### src/rtl/ram_loader.sv
// Framed byte-stream boot loader: assembles big-endian words and
// drives the 16-bit main RAM write port one word at a time.
module ram_loader (
  input  logic        clk,
  input  logic        reset_bar,
  input  logic [7:0]  in_byte,
  input  logic        in_valid,
  output logic        in_ready,
  output logic [15:0] ram_address,
  output logic [15:0] ram_data,
  output logic        ram_load_bar,
  output logic        busy,
  output logic        done,
  output logic        error
);

  typedef enum logic [3:0] {
    S_ADDR_HI,
    S_ADDR_LO,
    S_CNT_HI,
    S_CNT_LO,
    S_DATA_HI,
    S_DATA_LO,
    S_WRITE,
    S_SUM_HI,
    S_SUM_LO,
    S_DONE
  } state_t;

  state_t      state;
  state_t      state_nx;
  logic [15:0] addr_q;
  logic [15:0] cnt_q;
  logic [15:0] sum_q;
  logic [15:0] data_q;
  logic [7:0]  hi_q;
  logic        load_q;
  logic        busy_q;
  logic        done_q;
  logic        err_q;
  logic        xfer;

  assign in_ready = reset_bar && (state != S_WRITE) && (state != S_DONE);
  assign xfer     = in_valid && in_ready;

  assign ram_address = addr_q;
  assign ram_data    = data_q;
  // Strobe is forced high while reset is held so an aborted word never lands.
  assign ram_load_bar = load_q | ~reset_bar;
  assign busy  = busy_q;
  assign done  = done_q;
  assign error = err_q;

  always_comb begin
    state_nx = state;
    case (state)
      S_ADDR_HI: if (xfer) state_nx = S_ADDR_LO;
      S_ADDR_LO: if (xfer) state_nx = S_CNT_HI;
      S_CNT_HI:  if (xfer) state_nx = S_CNT_LO;
      S_CNT_LO:
        if (xfer)
          state_nx = ({cnt_q[15:8], in_byte} == 16'd0) ? S_SUM_HI : S_DATA_HI;
      S_DATA_HI: if (xfer) state_nx = S_DATA_LO;
      S_DATA_LO: if (xfer) state_nx = S_WRITE;
      S_WRITE:   state_nx = (cnt_q == 16'd1) ? S_SUM_HI : S_DATA_HI;
      S_SUM_HI:  if (xfer) state_nx = S_SUM_LO;
      S_SUM_LO:  if (xfer) state_nx = S_DONE;
      S_DONE:    state_nx = S_ADDR_HI;
      default:   state_nx = S_ADDR_HI;
    endcase
  end

  always_ff @(posedge clk) begin
    if (!reset_bar) begin
      state  <= S_ADDR_HI;
      addr_q <= '0;
      cnt_q  <= '0;
      sum_q  <= '0;
      data_q <= '0;
      hi_q   <= '0;
      load_q <= 1'b1;
      busy_q <= 1'b0;
      done_q <= 1'b0;
      err_q  <= 1'b0;
    end else begin
      state  <= state_nx;
      load_q <= 1'b1;
      done_q <= 1'b0;
      case (state)
        S_ADDR_HI:
          if (xfer) begin
            addr_q[15:8] <= in_byte;
            sum_q        <= '0;
            err_q        <= 1'b0;
            busy_q       <= 1'b1;
          end
        S_ADDR_LO: if (xfer) addr_q[7:0] <= in_byte;
        S_CNT_HI:  if (xfer) cnt_q[15:8] <= in_byte;
        S_CNT_LO:  if (xfer) cnt_q[7:0]  <= in_byte;
        S_DATA_HI: if (xfer) hi_q <= in_byte;
        S_DATA_LO:
          if (xfer) begin
            data_q <= {hi_q, in_byte};
            load_q <= 1'b0;
          end
        S_WRITE: begin
          addr_q <= addr_q + 16'd1;
          cnt_q  <= cnt_q - 16'd1;
          sum_q  <= sum_q + data_q;
        end
        S_SUM_HI: if (xfer) hi_q <= in_byte;
        S_SUM_LO:
          if (xfer) begin
            done_q <= 1'b1;
            err_q  <= ({hi_q, in_byte} != sum_q);
          end
        S_DONE:  busy_q <= 1'b0;
        default: ;
      endcase
    end
  end

endmodule

### config.mk
export PLATFORM = sky130hd
export DESIGN_NAME = ram_loader
export DESIGN_NICKNAME = d
export VERILOG_FILES = /design/src/rtl/ram_loader.sv
export SDC_FILE = /design/constraint.sdc
export NUM_CORES = 1
export LEC_CHECK = 0
export CELL_PAD_IN_SITES_DETAIL_PLACEMENT = 1
export CELL_PAD_IN_SITES_GLOBAL_PLACEMENT = 1
export CORE_MARGIN = 10
export CORE_UTILIZATION = 39
export CTS_CLUSTER_SIZE = 8
export DETAILED_ROUTE_END_ITERATION = 10
export PLACE_DENSITY = 0.78
export SYNTH_ARGS = -nofsm -noshare
export SYNTH_HDL_FRONTEND = slang
export SYNTH_SLANG_ARGS = --single-unit
### constraint.sdc
create_clock -name clk -period 2.1 [get_ports clk]
set_clock_uncertainty 0.15 [all_clocks]
set_input_delay 0.42 -clock clk [delete_from_list [all_inputs] [get_ports clk]]
set_output_delay 0.42 -clock clk [all_outputs]
set_load 0.1 [all_outputs]
Yosys cells after proc, flatten, opt, wreduce, memory -nomap -nowiden
Index checks and enable logic that the tools add are counted.
{"block": "classes", "n_addsub": 3, "multipliers": 0, "div": 0, "order_cmp": 0, "eq_ne": 21, "shifts": 0, "muxes": 25, "bitwise": 2, "reduce_logical": 23}
{"cell": "case mux 8 bit (2 select lines)", "n": 4}
{"cell": "case mux 4 bit (9 select lines)", "n": 1}
{"cell": "two-way mux 4 bit", "n": 8}
{"cell": "case mux 16 bit (2 select lines)", "n": 1}
{"cell": "AND reduction 2 bit", "n": 9}
{"cell": "adder 16 x 1 -> 16 bit, second input constant", "n": 1}
{"cell": "adder 16 bit", "n": 1}
{"cell": "equality test 16 x 1 -> 1 bit, second input constant", "n": 1}
{"cell": "equality test 4 x 3 -> 1 bit, second input constant", "n": 4}
{"cell": "zero test 16 bit", "n": 1}
{"cell": "two-way mux 16 bit", "n": 1}
{"cell": "inequality test 16 bit", "n": 1}
{"cell": "inequality test 2 bit, second input constant", "n": 8}
{"cell": "subtractor 16 x 1 -> 16 bit, second input constant", "n": 1}
{"cell": "nonzero test 2 bit", "n": 6}
{"cell": "equality test 4 x 2 -> 1 bit, second input constant", "n": 2}
{"cell": "equality test 4 bit, second input constant", "n": 2}
{"cell": "two-way mux 8 bit", "n": 1}
{"cell": "AND reduction 8 bit", "n": 1}
{"cell": "two-way mux 1 bit", "n": 5}
{"cell": "equality test 4 x 1 -> 1 bit, second input constant", "n": 1}
{"cell": "zero test 4 bit", "n": 1}
{"cell": "two-way mux 2 bit", "n": 2}
{"cell": "inequality test 4 x 3 -> 1 bit, second input constant", "n": 1}
{"cell": "7 further kinds", "n": 10}
{"block": "totals", "reg_bits": 80, "latchBits": 0, "ram_bits": 0, "romBits": 0, "inputBits": 11, "out_inout_bits": 37, "elab_cells": 86, "mem_count": 0}

Logic depth before layout (Yosys ltp)
Gate-level depths: netlist (run 1).
{"block": "depth", "word_depth": 6, "depth_mapped": 9}

Worst setup path after synthesis (run 1)
OpenSTA, ideal clock, no wires.
{"block": "synth_path", "path_kind": "register -> output", "start": "register state[2]", "end": "output in_ready", "arrival_time_ns": 3.423, "required_time_ns": 1.530, "slack_ns": -1.893, "stages_incl_launch_ff": 7, "path_buffers": 3, "cell_sequence": "dfxtp_1 and2_1 and2_1 buf_2 buf_2 buf_2 a311oi_1"}
{"block": "synth_via", "elab_chain_len": 3}
{"element": "start: declaration", "line": "30", "source": "state_t state;"}
{"element": "start signal: assignment", "line": "86", "source": "state <= state_nx;"}
{"element": "inequality test 4 x 3 -> 1 bit", "line": "43", "source": "assign in_ready = reset_bar && (state != S_WRITE) && (state != S_DONE);"}
{"element": "logical AND 1 bit", "line": "43"}
{"element": "logical AND 1 bit *", "line": "43"}
{"element": "end: declaration", "line": "8", "source": "output logic in_ready,"}
Every way passes the cells marked *; elsewhere a longest branch is shown, timed or not.

Final worst setup path (run 1)
{"block": "layout_path", "start": "register sum_q[9]", "end": "register sum_q[11]"}
{"block": "layout_via", "elab_chain_len": 2}
{"element": "start: declaration", "line": "34", "source": "logic [15:0] sum_q;"}
{"element": "start signal: assignment", "line": "109", "source": "sum_q <= sum_q + data_q;"}
{"element": "adder 16 bit", "line": "109"}
{"element": "case mux 16 bit (2 select lines)", "line": "89", "source": "case (state)"}
No other way between the ends.
A chain may end at the register's enable or synchronous reset.

==> results of run 1 <==
layout by cell type (no fill, tap or decap), drive strengths merged, types with 7 or more instances in the layout:
| master | Yosys | routed |
|---|---|---|
| inv | 17 | 19 |
| nor4 | 9 | 9 |
| xnor2 | 21 | 21 |
| a22oi | 7 | 7 |
| o21ai | 35 | 35 |
| nor2 | 80 | 80 |
| a211oi | 9 | 9 |
| nor3 | 22 | 22 |
| clkdlybuf4s50 | 0 | 8 |
| nand3 | 21 | 21 |
| nand2 | 38 | 38 |
| buf | 14 | 163 |
| nand4 | 13 | 13 |
| mux2i | 24 | 24 |
| clkbuf | 21 | 12 |
| dfxtp | 80 | 80 |
| nand2b | 9 | 9 |
| a21oi | 49 | 49 |
| ha | 18 | 18 |
logic make-up (layout without fill, tap and decap cells):
logic type	after synthesis	after routing	share of synthesized area
simple gates	224	224	0.246
compound gates	151	151	0.205
flops	80	80	0.345
buf+inv	52	207	0.0458
xor+xnor	26	26	0.0491
mux	25	25	0.0542
fa+ha+maj	20	20	0.0550
final cells by class:
class                           instances  area [um^2]  share of cell area
Clock buffer                           11          254              0.0355
Clock inverter                          5         51.3             0.00717
Inverter                               17         66.3             0.00927
Multi-Input combinational cell        446         3190               0.446
Sequential cell                        80         1700               0.238
Tap cell                              143          179              0.0250
Timing Repair Buffer                  174         1710               0.239
worst paths after layout:
path | cells past startpoint | endpoint | start | slack [ns]
setup / recovery | 10 | sum_q[11] | sum_q[9] | -0.21
hold / removal | 2 | cnt_q[11] | cnt_q[11] | 0.32
setup reg to reg | 10 | sum_q[11] | sum_q[9] | -0.21
hold reg to reg | 2 | cnt_q[11] | cnt_q[11] | 0.32
what timing repair did:
| item | CTS | global route |
|---|---|---|
| hold buffers | 0 | 0 |
| pin swaps | 22 | 31 |
| buffers inserted | 7 | 11 |
| cloned | 0 | 1 |
| endpoints found under the setup margin | 11 | 26 |
| gates resized for setup | 27 | 30 |
| endpoints found under the hold margin | 0 | 0 |
power groups by stage:
stage | Combinational, mW | Clock (mW) | Sequential (mW)
floorplan | 0.165 | 0 | 1.69
global placement | 0.479 | 0 | 1.59
detailed placement | 0.490 | 0 | 1.59
CTS | 0.496 | 1.68 | 1.56
global route | 0.535 | 1.74 | 1.56
finish | 0.513 | 1.66 | 1.56
stage by stage:
stage	setup TNS (ns)	worst slack, ns	hold WS (ns)	std cells
after detailed placement	-8.94	-0.425	0.311	842
after floorplan	-0.758	-0.326	0.288	578
final	-1.22	-0.213	0.316	876
after global routing	-1.76	-0.239	0.355	876
after global placement	-5.91	-0.283	0.306	842
after CTS	-0.365	-0.0991	0.318	865
registers in the layout, indices dropped and copies added, names as in the netlist:
name and cells:
busy 1, cnt_q 16, done 1, error 1, hi_q 8, load_q 1
ram_address 16, ram_data 16, state 4, sum_q 16
worst max-delay path, cell delays in order (launching register included):
cell	delay, ns
dfxtp_4	0.37
ha_4	0.26
buf_4	0.13
buf_4	0.14
nand2_1	0.10
nor2_1	0.10
buf_4	0.15
a211oi_4	0.31
nand2_1	0.13
xor2_1	0.17
a22o_1	0.19
metal layers:
metal | vias up | wire length [um] | track usage
met5 | - | 0 | 0
met4 | 0 | 970 | 0.144
met2 | 218 | 10400 | 0.413
met1 | 2650 | 8080 | 0.252
li1 | 2412 | - | -
met3 | 72 | 1120 | 0.0502
==> results.tsv, run 1 <==
metric	value	unit
unique cell type count in the Yosys netlist	63	
Reg clk slew, reported paths	0.07	ns
DP Wirelength	13.4	mm
Final Total Pwr	3.73	mW
Root Buffer Master	clkbuf_16	
Tot GR Track Use	0.234	
Psw	1.03	mW
CTS sink cnt	80	
die height	129	um
Vias/cell	6.11	
outcome	complete, but fails checks	
global placement routability congestion	0.895	
Synth-to-Final Area Change	54.1	%
number of global-route vias before repair	5634	
via count	5352	
CTS tree	done	
DIE AREA	16700	um^2
worst-margin pin slew	0.433	ns
Syn. warnings	0	
P_int	2.70	mW
Final Worst Setup Slack	-0.213	ns
fmax	432	MHz
CP Data Arrival Time	2.41	ns
worst-skew pair later-pin latency	0.36	ns
Most used DFF post-synth	dfxtp_1	
Yosys reg bits	80	
# diodes	0	
RSZ-0062 raised after global routing	yes	
first-pass GRT wire length	30.9	mm
Seq/Total Area, Yosys	0.345	
share of cells above drive strength 1	0.370	
Util after Layout	0.621	
area share of the largest cell type after synthesis	0.345	
Post-DRT Antenna Nets	0	
element type at the critical path end	register	
number of synthesized flops with an enable pin	0	
max-slew violations	0	
synthesized area per cell	8.03	um^2
Syn Nets	608	
Initial Util	0.403	
Crit path required time	2.19	ns
Net Sw Frac	0.277	
dominant cells by area after synthesis	dfxtp_1 35%, nor2_1 6.5%, a21oi_1 5.2%	
Comb pwr share	0.137	
Power Density	522	nW/um^2
initial antenna violation count	0	
startpoint types	register	
First DRT Iteration DRCs	471	
worst vdd ir	324	uV
Fillers	1291	
Final Hold Fails	0	
max cap viols	0	
Final min period	2.31	ns
io pins	48	
placed inst area	6450	um^2
number of H-tree levels	3	
clock network power share	0.446	
cell leakage power	2.82	nW
Port-buffer cells	47	
Rel. slew slack	0.709	
most common library cells after synthesis	80 x dfxtp_1, 80 x nor2_1, 48 x a21oi_1	
post-route cell area	7150	um^2
WL final	20.5	mm
Async SR Flop Fraction	0	
DR pass1 iterations	4	
final global-route overflow total	0	
Sequential Power Share	0.417	
Final period util	1.10	
failing checks	setup timing	
type of the tightest min-delay check	reg -> reg	
Yosys top cell by area	dfxtp_1	
Setup-failing EPs final	10	
die width	129	um
wire length per cell	23.4	um
Final #Nets	758	
final routed DRC violation total	0	
Core Region	11500	um^2
Critical Path Fanout Max	3	
total CTS buffers	9	
Clock Tree Buf Depth	2	
row cnt	39	
pin count of the biggest net entering global routing	27	
cell count after synthesis	578	
Post-Syn Area	4640	um^2
Crit Path Category	reg -> reg	
(Power assumes the default switching activity.)
==> run 2: changes to the inputs <==
Settings changed: HOLD_SLACK_MARGIN from default to 0.08, SKIP_CTS_REPAIR_TIMING from default to 1, SLEW_MARGIN from default to 30.
==> run 2 against run 1 <==
The run still ends with setup timing left. Die area did not move. Largest cell class unchanged. Global-route usage fell by 1.6 points. Total power up 0.21%. Fmax grew 1.2%. Clock-buffer cell count unchanged. Worst hold slack lost 0.091 ns. Worst setup slack improved by 0.028 ns. Via count is 0.62% lower. Routed wire length down 4.0%. Utilization down 0.70 points. Sequential power about the same. Combinational power shrank 1%.
==> results.tsv, run 2 (synthesis results as in run 1) <==
metric	value	unit	change
worst vdd ir	318	uV	was 324 uV
initial antenna violation count	0		unchanged
Final Hold Fails	0		unchanged
fmax	438	MHz	was 432 MHz
Vias/cell	6.11		about the same
die height	129	um	unchanged
outcome	complete, but fails checks		unchanged
first-pass GRT wire length	29.0	mm	was 30.9 mm
number of H-tree levels	3		unchanged
CTS tree	done		unchanged
FF/Latch Area	1690	um^2	was 1700 um^2
DP Wirelength	13.4	mm	unchanged
WL final	19.7	mm	was 20.5 mm
Port-buffer cells	47		unchanged
RSZ-0062 raised after global routing	yes		unchanged
Final min period	2.28	ns	was 2.31 ns
Fillers	1317		was 1291
pre-CTS setup slack	-0.425	ns	unchanged
First DRT Iteration DRCs	543		was 471
Initial Util	0.403		unchanged
io pins	48		unchanged
DR pass1 iterations	5		was 4
CP Data Arrival Time	2.38	ns	was 2.41 ns
type of the tightest min-delay check	in -> reg		was reg -> reg
final routed DRC violation total	0		unchanged
most common cell after layout, fill and taps aside	buf_4		unchanged
worst-skew pair later-pin latency	0.35	ns	was 0.36 ns
max-slew violations	0		unchanged
element type at the critical path end	register		unchanged
share of cells above drive strength 1	0.360		was 0.370
Reg clk slew, reported paths	0.07	ns	about the same
Crit path required time	2.20	ns	was 2.19 ns
Post-DRT Antenna Nets	0		unchanged
Final period util	1.09		was 1.10
die width	129	um	unchanged
Setup-failing EPs final	11		was 10
Root Buffer Master	clkbuf_16		unchanged
Core Region	11500	um^2	unchanged
# diodes	0		unchanged
wire length per cell	22.6	um	was 23.4 um
Critical Path Fanout Max	3		unchanged
Clock Tree Buf Depth	2		unchanged
row cnt	39		unchanged
r2r worst-path depth	9		was 10
global placement routability congestion	0.895		unchanged
Power Density	529	nW/um^2	was 522 nW/um^2
final global-route overflow total	0		unchanged
worst hold stages	2		unchanged
Rel. slew slack	0.706		was 0.709
CTS sink cnt	80		unchanged
DIE AREA	16700	um^2	unchanged
Final Worst Setup Slack	-0.185	ns	was -0.213 ns
Synth-to-Final Area Change	52.3	%	was 54.1%
failing checks	setup timing		unchanged
Crit Path Category	reg -> reg		unchanged
Fin Setup TNS	-0.935	ns	was -1.22 ns
Tot GR Track Use	0.218		was 0.234
number of global-route vias before repair	5398		was 5634
area of the multi-input gates	3170	um^2	was 3190 um^2
cell leakage power	2.79	nW	was 2.82 nW
Final #Nets	753		was 758
via count	5319		was 5352
most frequent cells in the layout	127 x buf_4, 76 x nor2_1, 47 x dfxtp_1, 40 x a21oi_1, 37 x nand2_1		was 132 x buf_4, 76 x nor2_1, 43 x dfxtp_1, 39 x a21oi_1, 36 x nand2_1
total CTS buffers	9		unchanged
startpoint types	register		unchanged
worst-margin pin slew	0.437	ns	was 0.433 ns
pin count of the biggest net entering global routing	27		unchanged
max cap viols	0		unchanged
run 2: final cells by class:
class                   instances  area share
clock buffers                  11      0.0359
clock inverters                 5     0.00725
inverters                      17     0.00902
multi-input cells             446       0.448
flip-flops and latches         80       0.239
well taps                     143      0.0253
repair buffers                169       0.235
run 2: path summary, 6_finish.rpt:
check	to	slack, ns	from
setup / recovery	sum_q[14]	-0.18	ram_data[0]
hold / removal	busy	0.23	reset_bar
setup reg to reg	sum_q[14]	-0.18	ram_data[0]
hold reg to reg	cnt_q[11]	0.32	cnt_q[11]
run 2: power by group:
group	switching (mW)	internal, mW
Clock	0.685	0.990
Combinational	0.317	0.192
Sequential	0.0379	1.52
run 2: metrics by stage:
step | utilization | instance area [um^2] | cells | power, mW | hold WS [ns]
final | 0.614 | 7070 | 871 | 3.74 | 0.226
after floorplan | - | 4890 | 578 | 1.86 | 0.288
after CTS | 0.587 | 6760 | 858 | 3.73 | 0.318
after global routing | 0.614 | 7070 | 871 | 3.84 | 0.244
after global placement | 0.561 | 6450 | 842 | 2.07 | 0.306
after detailed placement | 0.561 | 6450 | 842 | 2.08 | 0.311
run 2: critical path: stages (launching register included):
cell and delay [ns]:
dfxtp_4 0.35, ha_4 0.17, inv_2 0.06, fa_2 0.19, nand2b_4 0.14, a21oi_4 0.08, o21ai_2 0.23, a21oi_2 0.13
or3_1 0.40, a32o_1 0.27
run 2: per-layer routing:
metal  global-route usage  share of wire  vias up
met4               0.0990          0.042        0
met2                0.390           0.51      224
met3               0.0383          0.053       67
met1                0.248           0.39     2618
li1                     -              -     2410
met5                    0              0        -
==> run 3: changes to the inputs <==
Settings changed: SETUP_SLACK_MARGIN from default to 0.02.
==> run 3 against run 2 <==
First-iteration DRC count decreased by 30%. Sequential cell count unchanged. The flow still finishes with violations (setup timing). Largest power group unchanged. Worst setup slack improved by 0.014 ns. Register-to-register slack about the same.
==> results.tsv, run 3 (synthesis results as in run 1) <==
metric	value	unit	change
Rel. slew slack	0.610		was 0.706
Post-Layout Cell Count	859		was 871
most common cell after layout, fill and taps aside	buf_4		unchanged
placed insts	815		was 842
Final period util	1.08		was 1.09
startpoint of the worst hold path	cnt_q[11]		was reset_bar
worst-margin pin slew	0.576	ns	was 0.437 ns
via count	5267		was 5319
Vias/cell	6.13		was 6.11
number of H-tree levels	3		unchanged
WL final	20.5	mm	was 19.7 mm
worst hold stages	2		unchanged
first-pass GRT wire length	28.0	mm	was 29.0 mm
R2R Path Start	sum_q[12]		was ram_data[0]
Fillers	1315		was 1317
final routed DRC violation total	0		unchanged
placed inst area	6340	um^2	was 6450 um^2
DP Wirelength	12.8	mm	was 13.4 mm
die width	129	um	unchanged
RSZ-0062 raised after global routing	yes		unchanged
worst vdd ir	496	uV	was 318 uV
final global-route overflow total	0		unchanged
Final Hold Fails	0		unchanged
io pins	48		unchanged
Reg clk slew, reported paths	0.07	ns	about the same
Worst R2R End	sum_q[15]		was sum_q[14]
First DRT Iteration DRCs	380		was 543
post-route cell area	7050	um^2	was 7070 um^2
Crit path required time	2.17	ns	was 2.20 ns
Post-DRT Antenna Nets	0		unchanged
Setup-failing EPs final	12		was 11
# diodes	0		unchanged
max-slew violations	0		unchanged
Power Density	539	nW/um^2	was 529 nW/um^2
total CTS buffers	9		unchanged
Tot GR Track Use	0.210		was 0.218
cell leakage power	2.72	nW	was 2.79 nW
failing checks	setup timing		unchanged
pin count of the biggest net entering global routing	36		was 27
Core Region	11500	um^2	unchanged
number of global-route vias before repair	5319		was 5398
r2r setup slk	-0.17	ns	was -0.18 ns
CP Data Arrival Time	2.34	ns	was 2.38 ns
DR pass1 iterations	5		unchanged
type of the tightest min-delay check	reg -> reg		was in -> reg
Port-buffer cells	47		unchanged
element type at the critical path end	register		unchanged
global placement routability congestion	0.838		was 0.895
Crit Path Category	reg -> reg		unchanged
fmax	440	MHz	was 438 MHz
die height	129	um	unchanged
CTS tree	done		unchanged
DIE AREA	16700	um^2	unchanged
outcome	complete, but fails checks		unchanged
startpoint types	register		unchanged
worst-skew pair later-pin latency	0.36	ns	was 0.35 ns
row cnt	39		unchanged
Root Buffer Master	clkbuf_16		unchanged
Worst Hold End	cnt_q[11]		was busy
CTS sink cnt	80		unchanged
Synth-to-Final Area Change	51.8	%	was 52.3%
initial antenna violation count	0		unchanged
most frequent cells in the layout	116 x buf_4, 75 x nor2_1, 45 x dfxtp_1, 41 x a21oi_1, 37 x nand2_1		was 127 x buf_4, 76 x nor2_1, 47 x dfxtp_1, 40 x a21oi_1, 37 x nand2_1
pre-CTS setup slack	-0.248	ns	was -0.425 ns
Final min period	2.27	ns	was 2.28 ns
share of cells above drive strength 1	0.359		was 0.360
Final Worst Setup Slack	-0.171	ns	was -0.185 ns
Initial Util	0.403		unchanged
Critical Path Fanout Max	5		was 3
Clock Tree Buf Depth	2		unchanged
r2r worst-path depth	7		was 9
wire length per cell	23.9	um	was 22.6 um
Final #Nets	741		was 753
max cap viols	0		unchanged
run 3: metal layers:
metal | share of wire | global-route usage | vias to the layer above
met3 | 0.045 | 0.0334 | 71
met5 | 0 | 0 | -
met1 | 0.40 | 0.244 | 2627
met4 | 0.043 | 0.0823 | 0
met2 | 0.51 | 0.377 | 190
li1 | - | - | 2379
run 3: stage by stage:
| step | hold slack [ns] | power, mW | TNS (ns) | util |
|---|---|---|---|---|
| 3_5_place_dp | 0.322 | 2.08 | -7.16 | 0.551 |
| 6_report | 0.326 | 3.79 | -1.16 | 0.612 |
| 5_1_grt | 0.359 | 3.91 | -1.89 | 0.612 |
| 2_1_floorplan | 0.288 | 1.86 | -0.750 | - |
| 3_3_place_gp | 0.298 | 2.06 | -4.27 | 0.551 |
| 4_1_cts | 0.330 | 3.77 | -0.877 | 0.578 |
run 3: cell type report:
| cell class | count | area [um^2] | share of cell area |
|---|---|---|---|
| timing repair buffer | 157 | 1590 | 0.226 |
| clock inverter | 4 | 47.5 | 0.00675 |
| inverter | 17 | 63.8 | 0.00906 |
| sequential | 80 | 1710 | 0.242 |
| clock buffer | 12 | 268 | 0.0380 |
| multi-input combinational | 446 | 3190 | 0.452 |
| tap | 143 | 179 | 0.0254 |
run 3: worst max-delay path: stages, from the launching register on:
cell and delay, ns:
dfxtp_1 0.41, ha_1 0.33, a21o_1 0.22, a21oi_1 0.21, mux2i_1 0.25, o211ai_1 0.17
a22oi_1 0.25, nand3_1 0.15
run 3: how the worst max path moves through the flow:
stage	startpoint	endpoint	slack, ns	cells past startpoint
detailed placement	reset_bar	sum_q[15]	-0.25	7
global placement	reset_bar	sum_q[15]	-0.16	7
CTS	ram_data[0]	sum_q[12]	-0.24	9
finish	sum_q[12]	sum_q[15]	-0.17	7
floorplan	state[2]	in_ready	-0.33	6
global route	in_valid	ram_address[9]	-0.23	7
run 3: where the power goes:
group | switching [mW] | internal, mW | total [mW]
clock network | 0.696 | 1.03 | 1.72
registers | 0.0370 | 1.51 | 1.55
logic | 0.327 | 0.194 | 0.520
